## src/rtl/cordic_post_if.sv

```systemverilog
// Streaming bus between the CORDIC iteration core and the post-processing stage.
// The slave modport is the post-processor; the master modport is whatever feeds it.
interface cordic_post_if #(
    parameter int unsigned DW = 16,
    parameter int unsigned AW = 16
);
    logic          din_vsync;
    logic          din_hsync;
    logic [DW-1:0] din_mag;
    logic [AW-1:0] din_ang;
    logic [2:0]    din_info;

    logic          dout_vsync;
    logic          dout_hsync;
    logic [DW-1:0] dout_mag;
    logic [AW-1:0] dout_ang;

    modport slave (
        input  din_vsync, din_hsync, din_mag, din_ang, din_info,
        output dout_vsync, dout_hsync, dout_mag, dout_ang
    );

    modport master (
        output din_vsync, din_hsync, din_mag, din_ang, din_info,
        input  dout_vsync, dout_hsync, dout_mag, dout_ang
    );
endinterface

```

## src/rtl/cordic_post.sv

```systemverilog
// CORDIC post-processing: two-stage pipeline that applies gain compensation to the
// magnitude and unfolds the first-octant angle back to the full circle.
module cordic_post #(
    parameter int unsigned DW = 16,
    parameter int unsigned AW = 16,
    parameter int unsigned FB = 6
) (
    input  logic          clk,
    input  logic          rst_n,
    cordic_post_if.slave  bus
);
    localparam int unsigned MW = DW + 1;

    localparam logic [AW-1:0] A45  = AW'(45  << FB);
    localparam logic [AW-1:0] A90  = AW'(90  << FB);
    localparam logic [AW-1:0] A180 = AW'(180 << FB);
    localparam logic [AW-1:0] A360 = AW'(360 << FB);

    logic          vs1_q;
    logic          hs1_q;
    logic [AW-1:0] ang1_q, ang1_d;
    logic [DW-1:0] mag1_q, mag1_d;
    logic [1:0]    info1_q;

    logic [AW-1:0] angc_c;
    logic [MW-1:0] mag_sum_c;
    logic [AW-1:0] ang_unf_c;

    // Stage 1: clamp to the first octant, undo the x/y swap, and scale by ~1/1.6468.
    always_comb begin
        angc_c    = (bus.din_ang > A45) ? A45 : bus.din_ang;
        ang1_d    = bus.din_info[0] ? (A90 - angc_c) : angc_c;
        mag_sum_c = MW'(bus.din_mag >> 1) + MW'(bus.din_mag >> 3)
                  - MW'(bus.din_mag >> 6) - MW'(bus.din_mag >> 9);
        mag1_d    = DW'(mag_sum_c);
    end

    // Stage 2: quadrant unfold from the source-vector signs {x neg, y neg}.
    always_comb begin
        ang_unf_c = ang1_q;
        unique case (info1_q)
            2'b00: ang_unf_c = ang1_q;
            2'b10: ang_unf_c = A180 - ang1_q;
            2'b11: ang_unf_c = A180 + ang1_q;
            2'b01: ang_unf_c = (ang1_q == '0) ? '0 : (A360 - ang1_q);
            default: ang_unf_c = ang1_q;
        endcase
    end

    // Sync delay chains run freely; data stages follow the delayed line-valid.
    always_ff @(posedge clk or negedge rst_n) begin
        if (!rst_n) begin
            vs1_q          <= 1'b0;
            hs1_q          <= 1'b0;
            ang1_q         <= '0;
            mag1_q         <= '0;
            info1_q        <= '0;
            bus.dout_vsync <= 1'b0;
            bus.dout_hsync <= 1'b0;
            bus.dout_mag   <= '0;
            bus.dout_ang   <= '0;
        end else begin
            vs1_q          <= bus.din_vsync;
            hs1_q          <= bus.din_hsync;
            bus.dout_vsync <= vs1_q;
            bus.dout_hsync <= hs1_q;
            if (bus.din_hsync) begin
                ang1_q  <= ang1_d;
                mag1_q  <= mag1_d;
                info1_q <= bus.din_info[2:1];
            end
            if (hs1_q) begin
                bus.dout_ang <= ang_unf_c;
                bus.dout_mag <= mag1_q;
            end else begin
                bus.dout_ang <= '0;
                bus.dout_mag <= '0;
            end
        end
    end
endmodule

```

## src/flat_wrapper.sv

```systemverilog
// flat-port wrapper written by rule: the top's interface ports become plain ports
module cordic_post_flat 
#(
    parameter int unsigned DW = 16,
    parameter int unsigned AW = 16,
    parameter int unsigned FB = 6
)
  (clk, rst_n, bus_din_vsync, bus_din_hsync, bus_din_mag, bus_din_ang, bus_din_info, bus_dout_vsync, bus_dout_hsync, bus_dout_mag, bus_dout_ang);
  cordic_post_if #(.DW(DW), .AW(AW)) bus_i ();
  input  logic clk;
  input  logic rst_n;
  input wire logic [$bits(bus_i.din_vsync)-1:0] bus_din_vsync;
  input wire logic [$bits(bus_i.din_hsync)-1:0] bus_din_hsync;
  input wire logic [$bits(bus_i.din_mag)-1:0] bus_din_mag;
  input wire logic [$bits(bus_i.din_ang)-1:0] bus_din_ang;
  input wire logic [$bits(bus_i.din_info)-1:0] bus_din_info;
  output wire logic [$bits(bus_i.dout_vsync)-1:0] bus_dout_vsync;
  output wire logic [$bits(bus_i.dout_hsync)-1:0] bus_dout_hsync;
  output wire logic [$bits(bus_i.dout_mag)-1:0] bus_dout_mag;
  output wire logic [$bits(bus_i.dout_ang)-1:0] bus_dout_ang;
  assign bus_i.din_vsync = bus_din_vsync;
  assign bus_i.din_hsync = bus_din_hsync;
  assign bus_i.din_mag = bus_din_mag;
  assign bus_i.din_ang = bus_din_ang;
  assign bus_i.din_info = bus_din_info;
  assign bus_dout_vsync = bus_i.dout_vsync;
  assign bus_dout_hsync = bus_i.dout_hsync;
  assign bus_dout_mag = bus_i.dout_mag;
  assign bus_dout_ang = bus_i.dout_ang;
  cordic_post #(.DW(DW), .AW(AW), .FB(FB)) u_core (.clk(clk), .rst_n(rst_n), .bus(bus_i));
endmodule
```

## config.mk

```make
export PLATFORM = sky130hd
export DESIGN_NAME = cordic_post_flat
export DESIGN_NICKNAME = d
export VERILOG_FILES = /design/src/rtl/cordic_post_if.sv /design/src/rtl/cordic_post.sv /design/src/flat_wrapper.sv
export SDC_FILE = /design/constraint.sdc
export NUM_CORES = 1
export LEC_CHECK = 0
export CORE_ASPECT_RATIO = 0.9
export CORE_MARGIN = 5
export CORE_UTILIZATION = 30
export CTS_CLUSTER_DIAMETER = 40
export DETAILED_ROUTE_END_ITERATION = 10
export SKIP_LAST_GASP = 1
export SLEW_MARGIN = 0
export SYNTH_ARGS = -nofsm -noshare
export SYNTH_HDL_FRONTEND = slang
export SYNTH_SLANG_ARGS = --single-unit
```

## constraint.sdc

```tcl
create_clock -name clk -period 6.4 [get_ports clk]
set_input_delay 1.92 -clock clk [delete_from_list [all_inputs] [get_ports clk]]
set_output_delay 1.92 -clock clk [all_outputs]
set_load 0.02 [all_outputs]
```

Yosys cells after proc, flatten, opt, wreduce, memory -nomap -nowiden
Index checks and enable logic that the tools add are counted.
{ "totals": {"ff_bits": 70, "inputBits": 39, "out_inout_bits": 34} }
{ "op_classes": {"add_sub_neg": 7, "order_cmp": 1, "n_eq_ne": 3, "mux": 6, "n_reduce_logical": 2} }
{ "ops": {"columns": ["cell", "count"], "rows": [
  ["two-way mux 16 bit", 5],
  ["case mux 16 bit (4 select lines)", 1],
  ["adder 14 x 16 -> 16 bit, first input constant", 1],
  ["adder 15 x 13 -> 16 bit", 1],
  ["> comparator 16 x 12 -> 1 bit, second input constant", 1],
  ["zero test 16 bit", 1],
  ["subtractor 13 x 16 -> 16 bit, first input constant", 1],
  ["subtractor 14 x 16 -> 16 bit, first input constant", 1],
  ["subtractor 15 x 16 -> 16 bit, first input constant", 1],
  ["subtractor 16 x 10 -> 16 bit", 1],
  ["subtractor 16 x 7 -> 16 bit", 1],
  ["== test 2 bit, second input constant", 2],
  ["== test 2 x 1 -> 1 bit, second input constant", 1],
  ["zero test 2 bit", 1]
]} }

Logic depth before layout (Yosys ltp)
Gate-level depths: netlist of the first run.
{ "depth": {"ltp_word": 4, "depth_mapped": 13} }

Least setup slack after synthesis of the first run
Ideal clock, no wire load.
{ "synth_path": {"path_kind": "input -> register", "startpoint": "input port bus_din_mag[6]", "endpoint": "register u_core.mag1_q[12]", "arrival_ns": 4.874, "t_required_ns": 6.269, "setup_slack_ns": 1.395, "path_stages": 13, "path_buffers": 0, "path_cell_list": "inv_1 -> fa_1 -> inv_1 -> fa_1 -> inv_1 -> ha_1 -> fa_1 -> a211oi_1 -> o21bai_1 -> a21oi_1 -> a221oi_1 -> o21a_1 -> or3_1"} }
{ "synth_via": {"elab_chain_len": 3} }
{ "synth_rtl": {"columns": ["item", "line", "text"], "rows": [
  ["from (decl)", "flat_wrapper.sv:14", "input wire logic [$bits(bus_i.din_mag)-1:0] bus_din_mag;"],
  ["adder 15 x 13 -> 16 bit", "cordic_post.sv:33", "mag_sum_c = MW'(bus.din_mag >> 1) + MW'(bus.din_mag >> 3)"],
  ["subtractor 16 x 10 -> 16 bit *", "cordic_post.sv:34", "- MW'(bus.din_mag >> 6) - MW'(bus.din_mag >> 9);"],
  ["subtractor 16 x 7 -> 16 bit *", "cordic_post.sv:34", null],
  ["to (signal assigned)", "cordic_post.sv:69", "mag1_q <= mag1_d;"],
  ["to (decl)", "cordic_post.sv:22", "logic [DW-1:0] mag1_q, mag1_d;"]
]} }
Every way passes the cells marked *; elsewhere a longest branch is shown, timed or not.
A chain may end at the register's enable or synchronous reset.

Final worst setup path of the first run
{ "layout_path": {"startpoint": "input port bus_din_mag[9]", "endpoint": "register u_core.mag1_q[10]"} }
{ "layout_via": {"elab_chain_len": 3} }
{ "layout_rtl": {"columns": ["item", "line"], "rows": [
  ["adder 15 x 13 -> 16 bit", "cordic_post.sv:33"],
  ["subtractor 16 x 10 -> 16 bit", "cordic_post.sv:34"],
  ["subtractor 16 x 7 -> 16 bit *", "cordic_post.sv:34"]
]} }
Marked as above.

==> results of run 1 <==
[cell families after synthesis]
family / after synthesis
simple gates: 164
compound gates: 152
buf+inv: 95
flops: 70
fa+ha+maj: 45
xor+xnor: 28
mux: 16
[flip-flops by register name, indices dropped and copies added, names as in the netlist]
name and flops:
u_core.ang1_q 16, u_core.bus.dout_ang 16, u_core.bus.dout_hsync 1, u_core.bus.dout_mag 16, u_core.bus.dout_vsync 1, u_core.hs1_q 1
u_core.info1_q 2, u_core.mag1_q 16, u_core.vs1_q 1
[synth_stat cells, types with 9 or more instances]
cell	n
ha_1	27
mux2_2	12
and2_1	15
a21o_1	9
nor2_1	29
nand3_1	18
xnor2_1	24
clkbuf_1	21
fa_1	18
inv_1	62
a31oi_1	15
nand2_1	36
a21oi_1	42
nor3_1	11
dfrtp_1	70
o21ai_0	29
[worst register-to-register path, delay by kind of cell (launching register included)]
kind            cells  cell delay (ns)
fa+ha+maj           1             0.23
compound gates      2             0.30
buf+inv             1             0.14
flops               1             0.39
simple gates        4             1.81
[power by group]
group	leakage, nW	total [mW]	internal (mW)	switching [mW]
logic	1.67	0.586	0.277	0.309
registers	0.869	0.573	0.526	0.0478
clock network	0.150	0.531	0.346	0.184
[cells in the final DEF, fill, tap and decap left out, types with 3 or more instances in the layout]
| cell | instances |
|---|---|
| mux2_2 | 12 |
| buf_4 | 5 |
| nand3_1 | 18 |
| nor3_1 | 11 |
| o22ai_1 | 4 |
| a21o_1 | 9 |
| o31ai_1 | 6 |
| o21bai_1 | 3 |
| nand4b_1 | 4 |
| nand2b_1 | 6 |
| nand2_1 | 36 |
| nor4_1 | 7 |
| or3_1 | 6 |
| xnor2_1 | 24 |
| a31oi_1 | 15 |
| ha_1 | 27 |
| a21oi_1 | 42 |
| clkdlybuf4s50_1 | 69 |
| nand4_1 | 5 |
| dfrtp_1 | 70 |
| clkbuf_16 | 9 |
| a31o_2 | 3 |
| a211oi_1 | 7 |
| fa_1 | 18 |
| nor2_1 | 29 |
| o21ai_0 | 29 |
| inv_1 | 62 |
| clkinv_1 | 4 |
| nand3b_1 | 7 |
| nor2b_1 | 7 |
| xor2_1 | 4 |
| o211ai_1 | 4 |
| and2_1 | 15 |
| mux2i_1 | 4 |
[how the worst min path moves through the flow]
stage,startpoint,to,slack (ns)
floorplan,u_core.vs1_q,u_core.bus.dout_vsync,0.33
global placement,u_core.vs1_q,u_core.bus.dout_vsync,0.34
detailed placement,u_core.vs1_q,u_core.bus.dout_vsync,0.34
CTS,u_core.vs1_q,u_core.bus.dout_vsync,0.35
global route,u_core.vs1_q,u_core.bus.dout_vsync,0.35
finish,u_core.vs1_q,u_core.bus.dout_vsync,0.35
[per-layer routing]
metal	track usage	vias to the layer above	wire, um
li1	-	2137	-
met1	0.195	2087	6350
met2	0.191	135	5530
met3	0.0257	15	794
met4	0.0436	0	165
met5	0	-	0
[through the flow]
stage,setup WS [ns],util
final,1.00,0.376
after global routing,0.850,0.376
after CTS,1.02,0.376
after detailed placement,0.678,0.357
after global placement,0.687,0.357
after floorplan,1.39,-
[layout make-up]
class | count | area, sq um | area share
clock buffers | 10 | 239 | 0.0378
flip-flops and latches | 70 | 1750 | 0.277
multi-input cells | 405 | 3020 | 0.477
repair buffers | 75 | 733 | 0.116
inverters | 66 | 248 | 0.0392
well taps | 211 | 264 | 0.0417
clock inverters | 4 | 72.6 | 0.0115
==> metrics.cfg, run 1 <==
[cts]
clkLatencyLatePin_ns=0.33
cts_setup_buffers=0
cts_tree=done
cts_root_buffer=clkbuf_16
cts_num_sinks=70
cts.hold.buffers_added=0
path_clk_slew_ns=0.06
htreeDepth=3
cts_resized=0
clock_path_buffers=2
cts_buffers=9

[routing]
remaining_drc_errors=0
drt_first_pass_iters=5
first_iter_violations=287
via_count=4374
wire_per_inst_um=15.3
vias_per_cell=5.20
routed_wl_um=12800
antenna_left=0

[place]
portBuffers=71
dp_cells=827
placed_area_sq_um=6010
place_congestion=0.884
hpwl_um=9490

[floorplanning]
die_x_um=148
rows=45
die_area_sq_um=19800
die_height_um=134
core_sq_um=16800
ioPinCount=73
start_util=0.305

[yosys]
yosysWarnings=0
dominantRegCellSynth=dfrtp_1
synth_top_area_share=0.341
synth_top_family_by_area=compound AO/OA/AOI/OAI gates
synth_fa_ha_area_frac=0.136
synth_area_leaders=dfrtp_1, fa_1, ha_1
synth_edf_count=0
post_synth_inst_count=570
yosysTopAreaCell=dfrtp_1
synthMuxAreaShare=0.0341
synthDistinctLibCells=68
avgSynthCellArea_sq_um=9.01
synth_nets=654
synth-compound-area-share=0.199
syn_area_sq_um=5130
synth-simple-area-share=0.171
ys_ff_latch=70
synth_xor_area_frac=0.0478
seq_area_frac_synth=0.341
ys_async_sr_fraction=1.00

[sta]
setup_violations=0
rsz0062_at_grt=false
fin_crit_ns=5.40
final.setup.tns_ns=0
slew_viol_final=0
worst_pin_slew_ns=1.04
finalClockSkew_ns=0.00428
holdWs_ns=0.348
fin_crit_sh=0.844
hold_viol_final=0
maxSlewHeadroom=0.306
max_clock_freq_ghz=0.185

[power]
leakagePower_nw=2.69
ir_drop_v=0.000106
p_total_mw=1.69
power_density_nw_per_um2=267

[critical_path]
worstRegToRegCells=8
crit_end=u_core.mag1_q[10]
end_kind=flop
slowest_delay_ns=0.51
cp.arrival_ns=5.67
r2r_slack_ns=3.36
crit_path_top_delay_cell=clkdlybuf4s50_1
critPathLaunch=bus_din_mag[9]
setup.worst_path.start_class=input pin
critPathBufInv=5
crit_family=adder cells
timing.rr.start=u_core.ang1_q[0]
cp.required_ns=6.67
cp.depth=15
crit_chain=clkdlybuf4s50_1 > inv_1 > fa_1 > inv_1 > fa_1 > inv_1 > ha_1 > fa_1 > a211oi_1 > o21bai_1 > a21oi_1 > a221oi_1 > buf_4 > or3_1 > nand4_1
rr_endpoint=u_core.bus.dout_ang[4]
cp_max_fo=4
criticalPathCategory=input pin to flop

[layout]
area_growth_pct=23.2
layout-drive-gt1-share=0.0746
fin_area_sq_um=6320
antenna_cells=0
final_cells=841
fin_nets=711
n_fill_cell=1683

[grt]
gr-total-overflow=0
grt_max_degree=71
antenna_found_initial=0
grt_pass1_vias=4097
grt_use_total=0.131
grt_pass1_wl_um=21100

[hold_path]
min_path_cells=0
hp-class=flop to flop

[flow_run]
drv_cap=0

[run_status]
status=complete, no violations

Note: power is estimated with default switching activity, not from simulation.
==> inputs of run 2 (changes only) <==
clock period = 5.4 ns   (was 6.4 ns; I/O delays follow)
==> metrics.cfg, run 2 (synthesis gave the netlist of run 1 again) <==
[grt]
grt_pass1_wl_um=21200  ; +0.49%
antenna_found_initial=0  ; unchanged
grt_max_degree=71  ; unchanged
grt_use_total=0.131  ; +0.000420
gr-total-overflow=0  ; unchanged
grt_pass1_vias=4193  ; +2.3%

[routing]
drt_first_pass_iters=5  ; unchanged
via_count=4398  ; +0.55%
antenna_left=0  ; unchanged
remaining_drc_errors=0  ; unchanged
vias_per_cell=5.20  ; about the same
routed_wl_um=12700  ; -0.94%
first_iter_violations=260  ; -9.4%
wire_per_inst_um=15.0  ; -1.5%

[sta]
fin_ws_ns=0.502  ; -0.498 ns
setup_violations=0  ; unchanged
rsz0062_at_grt=false
hold_viol_final=0  ; unchanged
fin_crit_sh=0.907
final.setup.tns_ns=0  ; unchanged
fin_crit_ns=4.90
max_clock_freq_ghz=0.204
slew_viol_final=0  ; unchanged
worst_pin_slew_ns=1.11  ; +0.0651 ns
finalClockSkew_ns=0.00541  ; +0.00113 ns
maxSlewHeadroom=0.263  ; -0.0434

[layout]
fin_nets=714  ; +0.42%
final_cell_mix=dfrtp_1, clkdlybuf4s50_1, inv_1, a21oi_1, nand2_1
fin_area_sq_um=6360  ; +0.53%
seqCellArea_sq_um=1750  ; unchanged
antenna_cells=0  ; unchanged
n_fill_cell=1668  ; -0.89%
layout_commonest_cell=dfrtp_1
finish.utilization=0.378  ; +0.00201
area_growth_pct=23.8
multiInputGateArea_sq_um=3020  ; unchanged
layout-drive-gt1-share=0.0803  ; +0.00571

[critical_path]
crit_path_top_delay_cell=clkdlybuf4s50_1
cp.arrival_ns=5.16  ; -0.51 ns
crit_chain=clkdlybuf4s50_1 > inv_1 > fa_1 > inv_1 > fa_1 > inv_1 > ha_1 > fa_1 > a211oi_1 > o21bai_1 > a21oi_1 > a221oi_1 > buf_4 > or3_1 > nand4_1
r2r_slack_ns=2.40  ; -0.96 ns
cp_max_fo=5  ; +1
criticalPathCategory=input pin to flop
slowest_delay_ns=0.50  ; about the same
crit_family=adder cells
rr_endpoint=u_core.bus.dout_ang[4]
critPathBufInv=5  ; unchanged
cp.required_ns=5.67  ; -1.00 ns
worstRegToRegCells=8  ; unchanged
end_kind=flop
setup.worst_path.start_class=input pin
timing.rr.start=u_core.ang1_q[0]

[cts]
cts_tree=done
clock_path_buffers=2  ; unchanged
htreeDepth=3  ; unchanged
cts.hold.buffers_added=0  ; unchanged
cts_buffers=9  ; unchanged
clkLatencyLatePin_ns=0.34  ; about the same
cts_resized=0  ; unchanged
cts_num_sinks=70  ; unchanged
cts_setup_buffers=0  ; unchanged
cts_root_buffer=clkbuf_16
path_clk_slew_ns=0.06  ; about the same

[floorplanning]
ioPinCount=73  ; unchanged
core_sq_um=16800  ; unchanged
die_x_um=148  ; unchanged
die_area_sq_um=19800  ; unchanged
start_util=0.305  ; unchanged
rows=45  ; unchanged
die_height_um=134  ; unchanged

[power]
leakagePower_nw=2.71  ; +0.66%
p_comb_frac=0.345  ; -0.002
p_int_mw=1.37  ; +19%
power_density_nw_per_um2=318  ; +19%
p_sw_frac=0.324  ; +0.00446
power_switching_mw=0.656  ; +21%
ir_drop_v=0.000172  ; +63%
p_total_mw=2.02  ; +20%
p_clk_frac=0.319  ; +0.005
seq_power_share=0.335  ; -0.004

[place]
hpwl_um=9310  ; -1.8%
placed_area_sq_um=6040  ; +0.37%
portBuffers=71  ; unchanged
place_congestion=0.910  ; +3.0%
place_ws_ns=0.161  ; -0.517 ns

[hold_path]
min_path_cells=0  ; unchanged
min-delay-start=u_core.vs1_q
min_to=u_core.bus.dout_vsync
hp-class=flop to flop

[run_status]
status=complete, no violations

[flow_run]
drv_cap=0  ; unchanged

run 2: cell types whose count changed in the layout (fill, tap and decap cells not counted):
cell	change
clkbuf_8	-1
clkinv_2	-1
clkinv_4	+1
inv_6	+2
clkbuf_1	+1
buf_4	+3
run 2: worst register-to-register path, delay by kind of cell, from the launching register on:
family	cells	cell delay (ns)
compound gates	2	0.31
fa+ha+maj	1	0.22
buf+inv	1	0.14
flops	1	0.39
simple gates	4	1.78
run 2: power by group through the flow:
| stage | combinational [mW] | sequential, mW | clock, mW |
|---|---|---|---|
| after floorplan | 0.428 | 0.715 | 0 |
| after detailed placement | 0.702 | 0.688 | 0 |
| final | 0.699 | 0.678 | 0.646 |
| after global routing | 0.778 | 0.692 | 0.690 |
| after global placement | 0.690 | 0.686 | 0 |
| after CTS | 0.707 | 0.680 | 0.662 |
run 2: worst max-delay path by stage:
stage	to	start	cells past startpoint
finish	u_core.mag1_q[10]	bus_din_mag[9]	15
global route	u_core.mag1_q[10]	bus_din_mag[9]	15
CTS	u_core.mag1_q[10]	bus_din_mag[9]	15
detailed placement	u_core.mag1_q[12]	bus_din_mag[9]	14
global placement	u_core.mag1_q[12]	bus_din_mag[9]	14
floorplan	u_core.mag1_q[12]	bus_din_mag[6]	13
run 2: layer usage:
metal | track usage | vias up | part of all wire
met3 | 0.0294 | 17 | 0.065
met2 | 0.192 | 150 | 0.43
li1 | - | 2139 | -
met1 | 0.190 | 2092 | 0.49
met5 | 0 | - | 0
met4 | 0.0503 | 0 | 0.020
run 2: cell type report:
type | count | area share
Multi-Input combinational cell | 405 | 0.474
Sequential cell | 70 | 0.275
Timing Repair Buffer | 78 | 0.119
Tap cell | 211 | 0.0415
Inverter | 66 | 0.0390
Clock buffer | 10 | 0.0360
Clock inverter | 6 | 0.0148
run 2: through the flow:
step                hold slack [ns]  cells
finish                        0.351    846
global route                  0.355    846
CTS                           0.353    846
detailed placement            0.340    830
global placement              0.336    830
floorplan                     0.331    570
==> RTL change (config.mk and constraints of run 2) <==
`AW` is set to 16 in 3 places; all go to 15.
--- a/src/rtl/cordic_post_if.sv
+++ b/src/rtl/cordic_post_if.sv
@@ -2,7 +2,7 @@
 // The slave modport is the post-processor; the master modport is whatever feeds it.
 interface cordic_post_if #(
     parameter int unsigned DW = 16,
-    parameter int unsigned AW = 16
+    parameter int unsigned AW = 15
 );
     logic          din_vsync;
     logic          din_hsync;
--- a/src/rtl/cordic_post.sv
+++ b/src/rtl/cordic_post.sv
@@ -2,7 +2,7 @@
 // magnitude and unfolds the first-octant angle back to the full circle.
 module cordic_post #(
     parameter int unsigned DW = 16,
-    parameter int unsigned AW = 16,
+    parameter int unsigned AW = 15,
     parameter int unsigned FB = 6
 ) (
     input  logic          clk,
--- a/src/flat_wrapper.sv
+++ b/src/flat_wrapper.sv
@@ -2,7 +2,7 @@
 module cordic_post_flat 
 #(
     parameter int unsigned DW = 16,
-    parameter int unsigned AW = 16,
+    parameter int unsigned AW = 15,
     parameter int unsigned FB = 6
 )
   (clk, rst_n, bus_din_vsync, bus_din_hsync, bus_din_mag, bus_din_ang, bus_din_info, bus_dout_vsync, bus_dout_hsync, bus_dout_mag, bus_dout_ang);
Ports: changed (resized bus_din_ang and bus_dout_ang); port bits go from 73 to 71. The function was not compared with the original's and may differ.
==> RTL change against run 2 <==
Worst hold slack improved by 0.0061 ns; via count increased by 2.0%; area after synthesis decreased by 0.17%; final area decreased by 0.96%; setup slack improved by 0.012 ns; total power increased by 0.47%; clock skew increased by 0.0023 ns; routed wire length increased by 4.0%; sequential cell count decreased by 2; critical path type unchanged; largest cell class unchanged.
==> RTL change: results (changes against run 2) <==
stage,metric,value,unit,change
outcome,status,"complete, no violations",,unchanged
yosys,Avg Synthesized Cell Area,8.98,um2,was 9.01 um2
detailed_routing,total wire length,13.2,mm,was 12.7 mm
global_route,vias in the first global route,4228,,was 4193
final_layout,layout cell share with drive strength beyond 1,7.35,%,was 8.03%
detailed_routing,vias per cell,5.36,,was 5.20
floorplan,Initial Util,30.4,%,was 30.5%
place,Placed Instances,821,,was 830
setup_path,Worst R2R Path Depth,5,,was 8
yosys,Area contributors post-synth,"dfrtp_1 (33%), fa_1 (7.0%), ha_1 (6.6%)",,"was dfrtp_1 (34%), fa_1 (7.0%), ha_1 (6.6%)"
setup_path,CP arrival,5.06,ns,was 5.16 ns
setup_path,Crit Reg-Reg Endpoint,u_core.bus.dout_ang[9]$_DFF_PN0_,,was u_core.bus.dout_ang[4]$_DFF_PN0_
yosys,Post-Synth Adder-Cell Area,13.6,%,about the same
power_and_ir_drop,P_leak,2.67,nW,was 2.71 nW
global_route,gr usage total,13.5,%,was 13.1%
yosys,Commonest cells post-synth,"dfrtp_1 (68), inv_1 (60), nand2_1 (36)",,"was dfrtp_1 (70), inv_1 (62), a21oi_1 (42)"
sta,setup slack after layout,0.514,ns,was 0.502 ns
final_layout,# nets final,704,,was 714
global_route,first-pass GRT wire length,22.0,mm,was 21.2 mm
setup_path,crit path launch,bus_din_mag[6],,was bus_din_mag[9]
setup_path,CP endpoint,u_core.mag1_q[12]$_DFFE_PN0P_,,was u_core.mag1_q[10]$_DFFE_PN0P_
global_route,largest net degree at the start of global routing,48,,was 71
yosys,sequential share of the synthesized area,33.2,%,was 34.1%
setup_path,critical path peak fanout,3,,was 5
yosys,post-synthesis mux area share,2.39,%,was 3.41%
detailed_routing,Iter 0 DRT Violations,330,,was 260
yosys,Synth Area in XOR/XNOR,2.73,%,was 4.78%
sta,relative slew slack,27.4,%,was 26.3%
yosys,compound-gate portion of the synthesized area,23.8,%,was 19.9%
yosys,"Distinct cells, synth",69,,was 68
clock_tree,clock slew at reported path FFs,0.06,ns,about the same
setup_path,"setup slack, reg-to-reg",2.30,ns,was 2.40 ns
place,DP Worst Slack,0.232,ns,was 0.161 ns
[RTL change: worst min-delay path by stage]
stage	from	endpoint	slack, ns	cells after the start
finish	u_core.vs1_q$_DFF_PN0_	u_core.bus.dout_vsync$_DFF_PN0_	0.36	0
detailed placement	u_core.vs1_q$_DFF_PN0_	u_core.bus.dout_vsync$_DFF_PN0_	0.35	0
global placement	u_core.vs1_q$_DFF_PN0_	u_core.bus.dout_vsync$_DFF_PN0_	0.34	0
CTS	u_core.vs1_q$_DFF_PN0_	u_core.bus.dout_vsync$_DFF_PN0_	0.36	0
global route	u_core.vs1_q$_DFF_PN0_	u_core.bus.dout_vsync$_DFF_PN0_	0.38	0
floorplan	u_core.vs1_q$_DFF_PN0_	u_core.bus.dout_vsync$_DFF_PN0_	0.33	0
[RTL change: layer usage]
metal	global-route usage, %	part of all wire [%]	up-vias
met1	20.0	50	2176
met2	20.2	44	149
met4	2.85	0.82	0
li1	-	-	2151
met3	2.77	6.1	9
met5	0	0	-
[RTL change: logic make-up (layout without fill, tap and decap cells)]
group / after synthesis / count (layout)
AO/OA/AOI/OAI: 174 / 174
adder cells (fa/ha/maj): 45 / 45
XOR/XNOR: 16 / 16
AND/OR/NAND/NOR: 161 / 161
buffers and inverters: 97 / 152
multiplexers: 10 / 10
flip-flops: 68 / 68
[RTL change: layout make-up]
class	instances	area, um2
clock buffer	9	225
clock inverter	7	105
fill	1688	10500
inverter	61	229
multi-input combinational	406	3050
sequential	68	1700
tap	211	264
timing repair buffer	75	726
[RTL change: metrics by stage]
stage               hold WS [ns]  power [W]  area, um2
floorplan                  0.331    0.00115       5130
global placement           0.340    0.00138       5970
detailed placement         0.349    0.00140       5970
CTS                        0.364    0.00205       6300
global route               0.377    0.00217       6300
finish                     0.357    0.00203       6300
[RTL change: power by group through the flow]
| stage | logic [W] | registers, W | clock network, W |
|---|---|---|---|
| 6_report | 0.000715 | 0.000674 | 0.000642 |
| 5_1_grt | 0.000797 | 0.000688 | 0.000685 |
| 4_1_cts | 0.000720 | 0.000675 | 0.000659 |
| 3_5_place_dp | 0.000714 | 0.000684 | 0 |
| 3_3_place_gp | 0.000700 | 0.000679 | 0 |
| 2_1_floorplan | 0.000449 | 0.000696 | 0 |
